===== src/rtl/lsu_pkg.sv =====
// Shared types and lane helpers for the load/store unit.
// Size/state enums, bus command payload, byte-enable and load-extract functions.
package lsu_pkg;

  localparam int unsigned XLEN = 32;
  localparam int unsigned BE_W = 4;

  typedef enum logic [1:0] {
    SZ_BYTE = 2'b00,
    SZ_HALF = 2'b01,
    SZ_WORD = 2'b10,
    SZ_RSVD = 2'b11
  } size_e;

  typedef enum logic [1:0] {
    ST_IDLE = 2'b00,
    ST_BUS  = 2'b01,
    ST_RESP = 2'b10
  } state_e;

  typedef struct packed {
    logic            we;
    logic [XLEN-1:0] addr;
    logic [BE_W-1:0] be;
    logic [XLEN-1:0] wdata;
  } mem_cmd_t;

  // Offset must already be aligned for the size; reserved size behaves as word.
  function automatic logic [BE_W-1:0] gen_be(size_e sz, logic [1:0] off);
    logic [BE_W-1:0] be;
    case (sz)
      SZ_BYTE: be = BE_W'(4'b0001 << off);
      SZ_HALF: be = BE_W'(4'b0011 << off);
      default: be = 4'b1111;
    endcase
    return be;
  endfunction

  function automatic logic [XLEN-1:0] gen_wdata(size_e sz, logic [XLEN-1:0] d);
    logic [XLEN-1:0] w;
    case (sz)
      SZ_BYTE: w = {4{d[7:0]}};
      SZ_HALF: w = {2{d[15:0]}};
      default: w = d;
    endcase
    return w;
  endfunction

  function automatic logic [XLEN-1:0] load_extract(size_e sz, logic [1:0] off, logic uns,
                                                   logic [XLEN-1:0] d);
    logic [7:0]      b;
    logic [15:0]     h;
    logic [XLEN-1:0] r;
    case (off)
      2'd0:    b = d[7:0];
      2'd1:    b = d[15:8];
      2'd2:    b = d[23:16];
      default: b = d[31:24];
    endcase
    h = off[1] ? d[31:16] : d[15:0];
    case (sz)
      SZ_BYTE: r = uns ? {24'b0, b} : {{24{b[7]}}, b};
      SZ_HALF: r = uns ? {16'b0, h} : {{16{h[15]}}, h};
      default: r = d;
    endcase
    return r;
  endfunction

endpackage


===== src/rtl/load_store_unit_if.sv =====
// Data-memory bus between the load/store unit (master) and memory (slave).
interface load_store_unit_if;
  import lsu_pkg::*;

  logic            mem_req;
  logic            mem_we;
  logic [XLEN-1:0] mem_addr;
  logic [BE_W-1:0] mem_be;
  logic [XLEN-1:0] mem_wdata;
  logic            mem_ack;
  logic [XLEN-1:0] mem_rdata;

  modport master (
    output mem_req, mem_we, mem_addr, mem_be, mem_wdata,
    input  mem_ack, mem_rdata
  );

  modport slave (
    input  mem_req, mem_we, mem_addr, mem_be, mem_wdata,
    output mem_ack, mem_rdata
  );
endinterface


===== src/rtl/lsu_lane_align.sv =====
// Combinational lane steering: byte enables, store-data replication, load extraction/extension.
module lsu_lane_align
  import lsu_pkg::*;
(
  input  size_e           i_size,
  input  logic [1:0]      i_off,
  input  logic            i_unsigned,
  input  logic [XLEN-1:0] i_wdata,
  input  logic [XLEN-1:0] i_rdata,
  output logic [BE_W-1:0] o_be_c,
  output logic [XLEN-1:0] o_wdata_c,
  output logic [XLEN-1:0] o_rdata_c
);

  assign o_be_c    = gen_be(i_size, i_off);
  assign o_wdata_c = gen_wdata(i_size, i_wdata);
  assign o_rdata_c = load_extract(i_size, i_off, i_unsigned, i_rdata);

endmodule


===== src/rtl/load_store_unit.sv =====
// Multi-cycle load/store unit: IDLE -> BUS -> RESP, req/ack memory handshake with timeout.
// Optional LSU_MISALIGN_TRAP_EN: misaligned or reserved-size requests fault without a bus cycle.
module load_store_unit
  import lsu_pkg::*;
#(
  parameter int unsigned TIMEOUT = 256
)
(
  input  logic              clk,
  input  logic              reset,
  input  logic              i_req_valid,
  output logic              o_req_ready,
  input  logic              i_req_we,
  input  logic [1:0]        i_req_size,
  input  logic              i_req_unsigned,
  input  logic [XLEN-1:0]   i_req_addr,
  input  logic [XLEN-1:0]   i_req_wdata,
  output logic              o_resp_valid,
  output logic [XLEN-1:0]   o_resp_rdata,
  output logic              o_resp_fault,
  load_store_unit_if.master mem
);

  localparam int unsigned CNT_W = (TIMEOUT > 1) ? $clog2(TIMEOUT) : 1;

  state_e          r_state, w_state_nxt;
  logic            r_ready, w_ready_nxt;
  logic            r_mem_req, w_mem_req_nxt;
  mem_cmd_t        r_cmd, w_cmd_nxt;
  size_e           r_size, w_size_nxt;
  logic [1:0]      r_off, w_off_nxt;
  logic            r_uns, w_uns_nxt;
  logic [CNT_W-1:0] r_cnt, w_cnt_nxt;
  logic [XLEN-1:0] r_cap_rdata, w_cap_rdata_nxt;
  logic            r_cap_fault, w_cap_fault_nxt;
  logic            r_resp_valid, w_resp_valid_nxt;
  logic [XLEN-1:0] r_resp_rdata, w_resp_rdata_nxt;
  logic            r_resp_fault, w_resp_fault_nxt;

  size_e           w_in_size, w_eff_size, w_al_size;
  logic [1:0]      w_eff_off, w_al_off;
  logic            w_al_uns;
  logic            w_reject, w_accept, w_timeout, w_ack;
  logic [BE_W-1:0] w_be_c;
  logic [XLEN-1:0] w_wdata_c, w_rdata_c;

  assign w_in_size = size_e'(i_req_size);
  assign w_accept  = r_ready && (r_state == ST_IDLE) && i_req_valid;
  assign w_ack     = mem.mem_ack;
  assign w_timeout = (TIMEOUT != 0) && (r_cnt == CNT_W'(TIMEOUT - 1));

  // Request qualification: reject (trap build) or force alignment (default build).
`ifdef LSU_MISALIGN_TRAP_EN
  always_comb begin
    w_eff_size = w_in_size;
    w_eff_off  = i_req_addr[1:0];
    w_reject   = (w_in_size == SZ_RSVD)
              || ((w_in_size == SZ_HALF) && i_req_addr[0])
              || ((w_in_size == SZ_WORD) && (i_req_addr[1:0] != 2'b00));
  end
`else
  always_comb begin
    w_reject   = 1'b0;
    w_eff_size = (w_in_size == SZ_RSVD) ? SZ_WORD : w_in_size;
    w_eff_off  = i_req_addr[1:0];
    if (w_eff_size == SZ_HALF) w_eff_off = {i_req_addr[1], 1'b0};
    else if (w_eff_size == SZ_WORD) w_eff_off = 2'b00;
  end
`endif

  // Lane steering uses the incoming request in IDLE and the captured one afterwards.
  assign w_al_size = (r_state == ST_IDLE) ? w_eff_size     : r_size;
  assign w_al_off  = (r_state == ST_IDLE) ? w_eff_off      : r_off;
  assign w_al_uns  = (r_state == ST_IDLE) ? i_req_unsigned : r_uns;

  lsu_lane_align u_lane_align (
    .i_size     (w_al_size),
    .i_off      (w_al_off),
    .i_unsigned (w_al_uns),
    .i_wdata    (i_req_wdata),
    .i_rdata    (mem.mem_rdata),
    .o_be_c     (w_be_c),
    .o_wdata_c  (w_wdata_c),
    .o_rdata_c  (w_rdata_c)
  );

  always_ff @(posedge clk or posedge reset) begin
    if (reset) r_state <= ST_IDLE;
    else       r_state <= w_state_nxt;
  end

  always_comb begin
    w_state_nxt = r_state;
    case (r_state)
      ST_IDLE: if (w_accept) w_state_nxt = w_reject ? ST_RESP : ST_BUS;
      ST_BUS:  if (w_ack || w_timeout) w_state_nxt = ST_RESP;
      ST_RESP: w_state_nxt = ST_IDLE;
      default: w_state_nxt = ST_IDLE;
    endcase
  end

  // Next values for all registered outputs and request/capture registers.
  always_comb begin
    w_ready_nxt      = (w_state_nxt == ST_IDLE);
    w_mem_req_nxt    = (w_state_nxt == ST_BUS);
    w_cmd_nxt        = r_cmd;
    w_size_nxt       = r_size;
    w_off_nxt        = r_off;
    w_uns_nxt        = r_uns;
    w_cnt_nxt        = r_cnt;
    w_cap_rdata_nxt  = r_cap_rdata;
    w_cap_fault_nxt  = r_cap_fault;
    w_resp_valid_nxt = 1'b0;
    w_resp_rdata_nxt = r_resp_rdata;
    w_resp_fault_nxt = r_resp_fault;
    case (r_state)
      ST_IDLE: begin
        if (w_accept) begin
          w_size_nxt      = w_eff_size;
          w_off_nxt       = w_eff_off;
          w_uns_nxt       = i_req_unsigned;
          w_cnt_nxt       = '0;
          w_cap_rdata_nxt = '0;
          w_cap_fault_nxt = w_reject;
          if (!w_reject) begin
            w_cmd_nxt.we    = i_req_we;
            w_cmd_nxt.addr  = {i_req_addr[XLEN-1:2], 2'b00};
            w_cmd_nxt.be    = w_be_c;
            w_cmd_nxt.wdata = w_wdata_c;
          end
        end
      end
      ST_BUS: begin
        if (w_ack) begin
          w_cap_rdata_nxt = r_cmd.we ? '0 : w_rdata_c;
          w_cap_fault_nxt = 1'b0;
        end else if (w_timeout) begin
          w_cap_rdata_nxt = '0;
          w_cap_fault_nxt = 1'b1;
        end else begin
          w_cnt_nxt = r_cnt + CNT_W'(1);
        end
      end
      ST_RESP: begin
        w_resp_valid_nxt = 1'b1;
        w_resp_rdata_nxt = r_cap_rdata;
        w_resp_fault_nxt = r_cap_fault;
      end
      default: ;
    endcase
  end

  always_ff @(posedge clk or posedge reset) begin
    if (reset) begin
      r_ready      <= 1'b0;
      r_mem_req    <= 1'b0;
      r_cmd        <= '0;
      r_size       <= SZ_BYTE;
      r_off        <= 2'b00;
      r_uns        <= 1'b0;
      r_cnt        <= '0;
      r_cap_rdata  <= '0;
      r_cap_fault  <= 1'b0;
      r_resp_valid <= 1'b0;
      r_resp_rdata <= '0;
      r_resp_fault <= 1'b0;
    end else begin
      r_ready      <= w_ready_nxt;
      r_mem_req    <= w_mem_req_nxt;
      r_cmd        <= w_cmd_nxt;
      r_size       <= w_size_nxt;
      r_off        <= w_off_nxt;
      r_uns        <= w_uns_nxt;
      r_cnt        <= w_cnt_nxt;
      r_cap_rdata  <= w_cap_rdata_nxt;
      r_cap_fault  <= w_cap_fault_nxt;
      r_resp_valid <= w_resp_valid_nxt;
      r_resp_rdata <= w_resp_rdata_nxt;
      r_resp_fault <= w_resp_fault_nxt;
    end
  end

  assign o_req_ready   = r_ready;
  assign o_resp_valid  = r_resp_valid;
  assign o_resp_rdata  = r_resp_rdata;
  assign o_resp_fault  = r_resp_fault;
  assign mem.mem_req   = r_mem_req;
  assign mem.mem_we    = r_cmd.we;
  assign mem.mem_addr  = r_cmd.addr;
  assign mem.mem_be    = r_cmd.be;
  assign mem.mem_wdata = r_cmd.wdata;

endmodule


===== src/flat_wrapper.sv =====
// flat-port wrapper written by rule: the top's interface ports become plain ports
module load_store_unit_flat import lsu_pkg::*;
#(
  parameter int unsigned TIMEOUT = 256
)
  (clk, reset, i_req_valid, o_req_ready, i_req_we, i_req_size, i_req_unsigned, i_req_addr, i_req_wdata, o_resp_valid, o_resp_rdata, o_resp_fault, mem_mem_req, mem_mem_we, mem_mem_addr, mem_mem_be, mem_mem_wdata, mem_mem_ack, mem_mem_rdata);
  load_store_unit_if mem_i ();
  input  logic clk;
  input  logic reset;
  input  logic i_req_valid;
  output logic o_req_ready;
  input  logic i_req_we;
  input  logic [1:0] i_req_size;
  input  logic i_req_unsigned;
  input  logic [XLEN-1:0] i_req_addr;
  input  logic [XLEN-1:0] i_req_wdata;
  output logic o_resp_valid;
  output logic [XLEN-1:0] o_resp_rdata;
  output logic o_resp_fault;
  output wire logic [$bits(mem_i.mem_req)-1:0] mem_mem_req;
  output wire logic [$bits(mem_i.mem_we)-1:0] mem_mem_we;
  output wire logic [$bits(mem_i.mem_addr)-1:0] mem_mem_addr;
  output wire logic [$bits(mem_i.mem_be)-1:0] mem_mem_be;
  output wire logic [$bits(mem_i.mem_wdata)-1:0] mem_mem_wdata;
  input wire logic [$bits(mem_i.mem_ack)-1:0] mem_mem_ack;
  input wire logic [$bits(mem_i.mem_rdata)-1:0] mem_mem_rdata;
  assign mem_mem_req = mem_i.mem_req;
  assign mem_mem_we = mem_i.mem_we;
  assign mem_mem_addr = mem_i.mem_addr;
  assign mem_mem_be = mem_i.mem_be;
  assign mem_mem_wdata = mem_i.mem_wdata;
  assign mem_i.mem_ack = mem_mem_ack;
  assign mem_i.mem_rdata = mem_mem_rdata;
  load_store_unit #(.TIMEOUT(TIMEOUT)) u_core (.clk(clk), .reset(reset), .i_req_valid(i_req_valid), .o_req_ready(o_req_ready), .i_req_we(i_req_we), .i_req_size(i_req_size), .i_req_unsigned(i_req_unsigned), .i_req_addr(i_req_addr), .i_req_wdata(i_req_wdata), .o_resp_valid(o_resp_valid), .o_resp_rdata(o_resp_rdata), .o_resp_fault(o_resp_fault), .mem(mem_i));
endmodule

===== config.mk =====
export PLATFORM = sky130hd
export DESIGN_NAME = load_store_unit_flat
export DESIGN_NICKNAME = d
export VERILOG_FILES = /design/src/rtl/lsu_pkg.sv /design/src/rtl/load_store_unit_if.sv /design/src/rtl/lsu_lane_align.sv /design/src/rtl/load_store_unit.sv /design/src/flat_wrapper.sv
export SDC_FILE = /design/constraint.sdc
export NUM_CORES = 1
export LEC_CHECK = 0
export CORE_UTILIZATION = 52
export CTS_CLUSTER_SIZE = 8
export DETAILED_ROUTE_END_ITERATION = 16
export HOLD_SLACK_MARGIN = 0.05
export PLACE_DENSITY = 0.92
export SLEW_MARGIN = 20
export SYNTH_ARGS = -nofsm -noshare
export SYNTH_HDL_FRONTEND = slang
export SYNTH_HIERARCHICAL = 1
export SYNTH_SLANG_ARGS = --single-unit

===== constraint.sdc =====
create_clock -name clk -period 12 [get_ports clk]
set_input_delay 1.2 -clock clk [delete_from_list [all_inputs] [get_ports clk]]
set_output_delay 1.2 -clock clk [all_outputs]
set_load 0.1 [all_outputs]

==> results.yml, run 1 <==
layout:
  final_cell_mix: "nand2_1 (264), clkdlybuf4s50_1 (206), dfrtp_1 (151)"
  mostFrequentLayoutCell: "nand2_1"
  fin_nets: 1015
  area_growth_syn_to_layout_pct: 36.8
  n_antenna_cell: 0
  drive_gt1_share_pct: 11.4
worst_setup_path:
  start_kind: "input pin"
  crit_fanout: 24
  cp_slowest_cell: "o21ai_0"
  crit_chain: "clkdlybuf4s50_1 -> nor2_1 -> nand2_1 -> o21ai_0 -> mux2_4 -> a22oi_4 -> o22ai_1 -> a22o_1"
  end_kind: "flop"
  critPathKind: "input pin to flop"
  cp.required_ns: 12.30
  critPathMaxStageDelay_ns: 0.78
  critPathArrivalTime_ns: 4.12
route:
  num_vias: 6074
  ant_nets: 0
  routed_wirelength_mm: 19.1
  drc_errors: 0
  vias_per_cell: 5.53
  wire_per_inst_um: 17.3
  drtIter0Drc: 560
  firstDrtPassIters: 7
die:
  ios: 209
  initial_utilization_pct: 53.6
  fp.dieW_um: 119
  dieArea_mm2: 0.0142
  fp.dieH_um: 119
  rows: 42
  coreArea_mm2: 0.0133
worst_hold_path:
  hold_path_class: "flop to flop"
sta:
  hold_viol_final: 0
  finalCriticalPeriod_ns: 3.82
  max_freq_ghz: 0.262
  whs_ns: 0.471
  rsz0062_at_grt: "false"
  final-max-slew-violation-count: 0
  fin_crit_sh_pct: 31.8
  tightest_slew_ns: 1.08
  setup_viol: 0
  slew_headroom_pct: 28.1
  setup_tns_ns: 0
  skew_ns: 0.00972
cts:
  clk_pin_slew_worst_paths_ns: 0.06
  clock_latency_ns: 0.42
  ctsHoldBuffers: 0
  cts.htree.levels: 4
  cts_tree: "yes"
  cts_num_sinks: 151
  ctsResizeCount: 0
  post_cts_buffers: 0
  cts_buffers: 17
  cts-root-buf: "clkbuf_16"
  clockBufferDepth: 2
grt:
  gr-total-overflow: 0
  grtUsageTotal_pct: 28.1
  grt_max_degree: 91
  first_global_vias: 5978
  antenna_found_initial: 0
  grt_pass1_wl_mm: 30.6
logic_synthesis:
  avgSynthCellArea_um2: 9.73
  yosysWarnings: 6
  syn-cell-area_mm2: 0.00713
  ys_types: 54
  syn-instance-count: 733
  ys_seq_elements: 151
  ys_seq_area_share_pct: 53.0
run_status:
  status: "completed"
placed_design:
  portBuffers: 206
  dp_hpwl_mm: 12.6
  routabilityCongestion: 0.873
flow_run:
  maxCapViolCount: 0
[metrics by stage]
stage	util (%)	cell area, µm²	setup slack (ns)	cells
after floorplan	-	7130	6.74	734
after global placement	69.2	9200	7.95	1067
after detailed placement	69.2	9200	7.78	1067
after CTS	73.4	9750	8.22	1099
after global routing	73.4	9750	7.95	1099
final	73.4	9750	8.18	1099
[critical path: cells and delay by family]
family,cells,cell delay (ns)
compound gates,4,1.85
buf+inv,1,0.47
mux,1,0.37
simple gates,2,0.21
[synthesized netlist by cell type (all sizes together)]
library cell,number,area (µm²)
a211o,1,10.0
a21o,2,16.3
a21oi,14,73.8
a221o,8,80.1
a221oi,1,8.76
a22o,32,280
a22oi,1,21.3
a31oi,2,27.5
a41oi,1,27.5
and2,1,6.26
and2b,1,8.76
and3,4,26.3
and3b,1,8.76
and4,1,10.0
buf,41,243
clkbuf,16,60.1
conb,1,3.75
dfrtp,151,3780
ha,1,12.5
inv,7,26.3
mux2,44,503
mux2i,16,160
nand2,265,995
nand2b,4,25.0
nand3,7,35.0
nand4,1,6.26
nor2,17,66.3
nor2b,29,181
nor3,2,10.0
nor3b,1,7.51
nor4,1,6.26
o211ai,1,7.51
o21ai,20,100
o21bai,5,37.5
o221ai,7,86.3
o22ai,18,113
o31ai,1,7.51
or2,3,18.8
or2b,1,7.51
or3,1,6.26
or3b,2,20.0
[state kept, by name, summed over array words and instances, names as in the netlist]
| signal | count |
|---|---|
| u_core/mem.mem_addr | 30 |
| u_core/mem.mem_be | 4 |
| u_core/mem.mem_req | 1 |
| u_core/mem.mem_wdata | 32 |
| u_core/mem.mem_we | 1 |
| u_core/o_req_ready | 1 |
| u_core/o_resp_fault | 1 |
| u_core/o_resp_rdata | 32 |
| u_core/o_resp_valid | 1 |
| u_core/r_cap_fault | 1 |
| u_core/r_cap_rdata | 32 |
| u_core/r_cnt | 8 |
| u_core/r_off | 2 |
| u_core/r_size | 2 |
| u_core/r_state | 2 |
| u_core/r_uns | 1 |
[area by class of cell]
class | count | area (µm²)
clock buffers | 25 | 515
inverters | 7 | 31.3
clock inverters | 7 | 42.5
fillers | 900 | 3540
well taps | 176 | 220
multi-input cells | 519 | 3040
flip-flops and latches | 151 | 3780
repair buffers | 214 | 2120
[layer usage]
metal	vias to the layer above	GRT usage [%]	wire length [µm]
met4	0	11.7	448
met5	-	0	0
met2	309	44.4	9070
li1	2815	-	-
met3	39	8.57	1810
met1	2911	35.7	7730
[kinds of logic (layout without fill, tap and decap cells)]
| logic type | after synthesis | count (layout) | synth area share (%) |
|---|---|---|---|
| flops | 151 | 151 | 53.0 |
| buf+inv | 64 | 253 | 4.62 |
| mux | 60 | 60 | 9.30 |
| simple gates | 342 | 342 | 20.3 |
| other cells | 1 | 2 | 0.0526 |
| fa+ha+maj | 1 | 1 | 0.175 |
| compound gates | 114 | 114 | 12.6 |
[final timing paths]
kind,depth (start not counted),end,slack (ns),startpoint
worst max register to register,6,u_core/r_cap_rdata[30],8.79,u_core/r_state[0]
worst min-delay path,2,u_core/mem.mem_be[0],0.47,u_core/mem.mem_be[0]
worst max-delay path,8,u_core/r_cap_rdata[30],8.18,i_req_size[1]
min in group asynchronous,2,u_core/r_cap_rdata[1],1.32,reset
max in group asynchronous,3,u_core/mem.mem_wdata[5],9.43,reset
worst min register to register,2,u_core/mem.mem_be[0],0.47,u_core/mem.mem_be[0]
Power of run 1 is left out: the tool's default activity adds up to more than one toggle a clock period on the data nets, which glitch-free logic cannot reach.
==> run 2: changes to the inputs <==
--- a/config.mk
+++ b/config.mk
@@ -5,11 +5,11 @@
 export SDC_FILE = /design/constraint.sdc
 export NUM_CORES = 1
 export LEC_CHECK = 0
-export CORE_UTILIZATION = 52
+export CORE_UTILIZATION = 48
 export CTS_CLUSTER_SIZE = 8
 export DETAILED_ROUTE_END_ITERATION = 16
 export HOLD_SLACK_MARGIN = 0.05
-export PLACE_DENSITY = 0.92
+export PLACE_DENSITY = 0.86
 export SLEW_MARGIN = 20
 export SYNTH_ARGS = -nofsm -noshare
 export SYNTH_HDL_FRONTEND = slang
==> constraint.sdc (replaced) <==
create_clock -name clk -period 3.75 [get_ports clk]
set_input_delay 0.375 -clock clk [delete_from_list [all_inputs] [get_ports clk]]
set_output_delay 0.375 -clock clk [all_outputs]
set_load 0.1 [all_outputs]
==> results.yml, run 2 (synthesis results as in run 1) <==
run_status:
  status: "completed"
grt:
  grt_pass1_wl_mm: 30.2
  grt_max_degree: 76
  antenna_found_initial: 0
  gr-total-overflow: 0
  grtUsageTotal_pct: 26.1
  first_global_vias: 5984
die:
  initial_utilization_pct: 49.1
  fp.dieH_um: 124
  dieArea_mm2: 0.0153
  rows: 44
  fp.dieW_um: 124
  ios: 209
  coreArea_mm2: 0.0145
route:
  top_layer: "met4"
  ant_nets: 0
  m1WireLength_mm: 7.92
  drtIter0Drc: 579
  num_vias: 6012
  wire_per_inst_um: 17.1
  wl_met3_mm: 1.64
  routed_wirelength_mm: 19.1
  vias_per_cell: 5.41
  drc_errors: 0
  firstDrtPassIters: 7
  dr_wl_met2_mm: 9.09
cts:
  ctsHoldBuffers: 0
  clock_latency_ns: 0.43
  clockBufferDepth: 2
  clk_pin_slew_worst_paths_ns: 0.06
  cts_tree: "yes"
  cts_num_sinks: 151
  cts.htree.levels: 4
  ctsResizeCount: 0
  cts-root-buf: "clkbuf_16"
  post_cts_buffers: 0
  cts_buffers: 17
sta:
  setup_viol: 0
  finalCriticalPeriod_ns: 2.79
  rsz0062_at_grt: "false"
  skew_ns: 0.00915
  hold_viol_final: 0
  slew_headroom_pct: 31.6
  setup_tns_ns: 0
  final-max-slew-violation-count: 0
  fin_crit_sh_pct: 74.3
  tightest_slew_ns: 1.02
  max_freq_ghz: 0.359
placed_design:
  routabilityCongestion: 0.874
  portBuffers: 206
  dp_hpwl_mm: 13.1
worst_setup_path:
  start_kind: "flop"
  critPathKind: "flop to flop"
  end_kind: "flop"
  crit_fanout: 24
  critPathArrivalTime_ns: 3.09
  cp.required_ns: 4.06
worst_hold_path:
  hold_path_class: "input pin to async pin"
layout:
  nFillCells: 1101
  mostFrequentLayoutCell: "nand2_1"
  area_growth_syn_to_layout_pct: 37.7
  multi_input_area_mm2: 0.00304
  n_antenna_cell: 0
  drive_gt1_share_pct: 11.8
  final_cell_mix: "nand2_1 (264), clkdlybuf4s50_1 (206), dfrtp_1 (151)"
  seq_area_mm2: 0.00378
  fin_nets: 1020
flow_run:
  maxCapViolCount: 0
[run 2: layout make-up]
| class | instances | share of cell area [%] |
|---|---|---|
| clock buffer | 20 | 4.55 |
| timing repair buffer | 219 | 22.3 |
| inverter | 7 | 0.306 |
| sequential | 151 | 38.5 |
| multi-input combinational | 519 | 31.0 |
| clock inverter | 11 | 1.02 |
| tap | 184 | 2.35 |
[run 2: through the flow]
step / hold WS [ns] / setup WS [ns] / std cells / util, % / cell area [µm²]
after floorplan: 0.446 / 1.45 / 734 / - / 7140
after global placement: 0.457 / 0.820 / 1080 / 63.8 / 9270
after detailed placement: 0.462 / 0.779 / 1080 / 63.8 / 9270
after CTS: 0.462 / 1.01 / 1111 / 67.5 / 9810
after global routing: 0.477 / 0.781 / 1111 / 67.5 / 9810
final: 0.448 / 0.962 / 1111 / 67.5 / 9810
[run 2: final timing paths]
| path | start | endpoint | slack (ns) | cells after the start |
|---|---|---|---|---|
| worst min-delay path | reset | u_core/o_resp_rdata[9] | 0.45 | 2 |
| worst max-delay path | u_core/r_state[0] | u_core/r_cap_rdata[11] | 0.96 | 7 |
| worst max register to register | u_core/r_state[0] | u_core/r_cap_rdata[11] | 0.96 | 7 |
| min in group clk | u_core/mem.mem_addr[25] | u_core/mem.mem_addr[25] | 0.47 | 2 |
| max in group asynchronous | reset | u_core/mem.mem_addr[9] | 2.47 | 3 |
| worst min register to register | u_core/mem.mem_addr[25] | u_core/mem.mem_addr[25] | 0.47 | 2 |
[run 2: routing by layer]
layer / global-route usage, % / vias up
li1: - / 2827
met1: 33.0 / 2919
met5: 0 / -
met2: 41.6 / 235
met3: 8.56 / 31
met4: 9.86 / 0
[run 2: critical path: stages (launching register included)]
cell and delay, ns:
dfrtp_1 0.41, or2_2 0.39, o21ai_2 0.36, buf_4 0.34
nor2_1 0.11, a22oi_4 0.60, o221ai_1 0.20, a22o_1 0.25
Power of run 2 is left out for the same reason.
==> RTL change (config.mk and constraints of run 2) <==
`TIMEOUT` is set to 256 in 2 places; all go to 128.
--- a/src/rtl/load_store_unit.sv
+++ b/src/rtl/load_store_unit.sv
@@ -4,5 +4,5 @@
   import lsu_pkg::*;
 #(
-  parameter int unsigned TIMEOUT = 256
+  parameter int unsigned TIMEOUT = 128
 )
 (
--- a/src/flat_wrapper.sv
+++ b/src/flat_wrapper.sv
@@ -2,5 +2,5 @@
 module load_store_unit_flat import lsu_pkg::*;
 #(
-  parameter int unsigned TIMEOUT = 256
+  parameter int unsigned TIMEOUT = 128
 )
   (clk, reset, i_req_valid, o_req_ready, i_req_we, i_req_size, i_req_unsigned, i_req_addr, i_req_wdata, o_resp_valid, o_resp_rdata, o_resp_fault, mem_mem_req, mem_mem_we, mem_mem_addr, mem_mem_be, mem_mem_wdata, mem_mem_ack, mem_mem_rdata);
Formal check against the unedited RTL: same outputs for any inputs over 4 cycles, from zero or initial values and one cycle with reset high; that may be too few to reach the edited logic, so the function may still have changed.
==> RTL change against run 2 <==
- fmax up 0.60%
- area after synthesis is 0.70% lower
- sequential cell count shrank 1
- critical endpoint unchanged
- highest routed layer unchanged
- global-route usage shrank 0.26 points
- final area is essentially flat
- worst setup slack better by 17 ps
- wire length is 0.86% higher
Power is not shown: default switching activity piles up to over one toggle a cycle in this logic, so the estimate is an artifact.
==> RTL change: results (changes against run 2) <==
TritonRoute pass-1 iters=5 (-2); GRT Overall Usage=25.9% (-0.26 points); dpl hpwl=13.1 mm (+0.18%); register area share after synthesis=53.0% (about the same); vias in the first global route=5756 (-3.8%); synth top area cells=dfrtp_1, nand2_1, mux2_2; Syn. warnings=6 (unchanged); share of cells above drive strength 1=11.5% (-0.27 points); antenna diode count=0 (unchanged); Crit path largest cell delay=630 ps (+30 ps); Finished Cell Area=9820 um2 (about the same); wl on met1=7.68 mm (-3.0%); outcome=complete, no violations; DRT iter0 DRCs=378 (-35%); nets=1006 (-1.4%); HP Class=in -> async; WL met2=9.16 mm (+0.79%); Vias/cell=5.42 (+0.11%); clock latency on the worst-skew pair=420 ps; PortBufs=206 (unchanged); gpl congestion=0.867 (-0.79%); Post-CTS Resized=0 (unchanged); pin count of the biggest net entering global routing=86 (+13%); htree depth=4 (unchanged); initial antenna violation count=0 (unchanged); root buf cell=clkbuf_16; met3 WL=1.94 mm (+18%); ys async rst share=100% (unchanged); global-route wire length before repair=29.4 mm (-2.6%); CP delay by family, top=compound AO/OA/AOI/OAI gates; routed wire length=19.2 mm (+0.86%); relative slew slack=29.2% (-2.4 points); number of fill cells in the layout=1075 (-2.4%); Netlist cell types=46 (-15%); Post-synth EDFFs=0 (unchanged); dpl cell area=9210 um2 (-0.63%); # Post-CTS Setup Buffers=0 (unchanged); top post-synthesis cells by count=nand2_1, dfrtp_1, mux2_2, a22o_1, nor2b_1; Setup Skew=9.16 ps (+0.0189 ps); Clock Pin Slew Worst Setup and Hold Paths=60 ps (about the same)
[RTL change: cell type report]
type	instances	area share, %
sequential	150	38.2
multi-input combinational	506	30.7
tap	184	2.34
clock inverter	11	1.53
timing repair buffer	219	22.2
inverter	7	0.306
clock buffer	21	4.69
[RTL change: cell families after synthesis]
kind of cell    Yosys count  share of synthesized area, %
simple gates            331                          19.7
flops                   150                          53.0
compound gates          110                          12.3
buf+inv                  66                          5.04
mux                      62                          9.69
fa+ha+maj                 1                         0.177
other cells               1                        0.0530
[RTL change: path summary, 6_finish.rpt]
path	startpoint	slack, ps	cells past startpoint	endpoint
worst max-delay path	u_core/r_state[1]	980	7	u_core/r_cap_rdata[11]
worst min register to register	u_core/mem.mem_wdata[0]	470	2	u_core/mem.mem_wdata[0]
max in group asynchronous	reset	2960	3	u_core/mem.mem_wdata[6]
worst min-delay path	reset	450	3	u_core/o_resp_rdata[3]
min in group clk	i_req_addr[7]	470	3	u_core/mem.mem_addr[7]
worst max register to register	u_core/r_state[1]	980	7	u_core/r_cap_rdata[11]
[RTL change: routing by layer]
metal,GRT usage (%),vias up
met1,31.3,2863
met4,10.6,0
li1,-,2772
met2,41.4,279
met5,0,-
met3,9.82,34
[RTL change: worst reg2reg max path: stages (launching register included)]
cell and delay [ps]:
dfrtp_1 440, or2_1 400, o21ai_0 220, buf_4 190
mux2_4 330, a22oi_4 630, o221ai_1 230, a22o_1 240
[RTL change: stage by stage]
stage	worst slack [ps]	instances
6_report	979	1098
5_1_grt	835	1098
3_3_place_gp	927	1066
3_5_place_dp	877	1066
4_1_cts	1020	1098
2_1_floorplan	1490	722
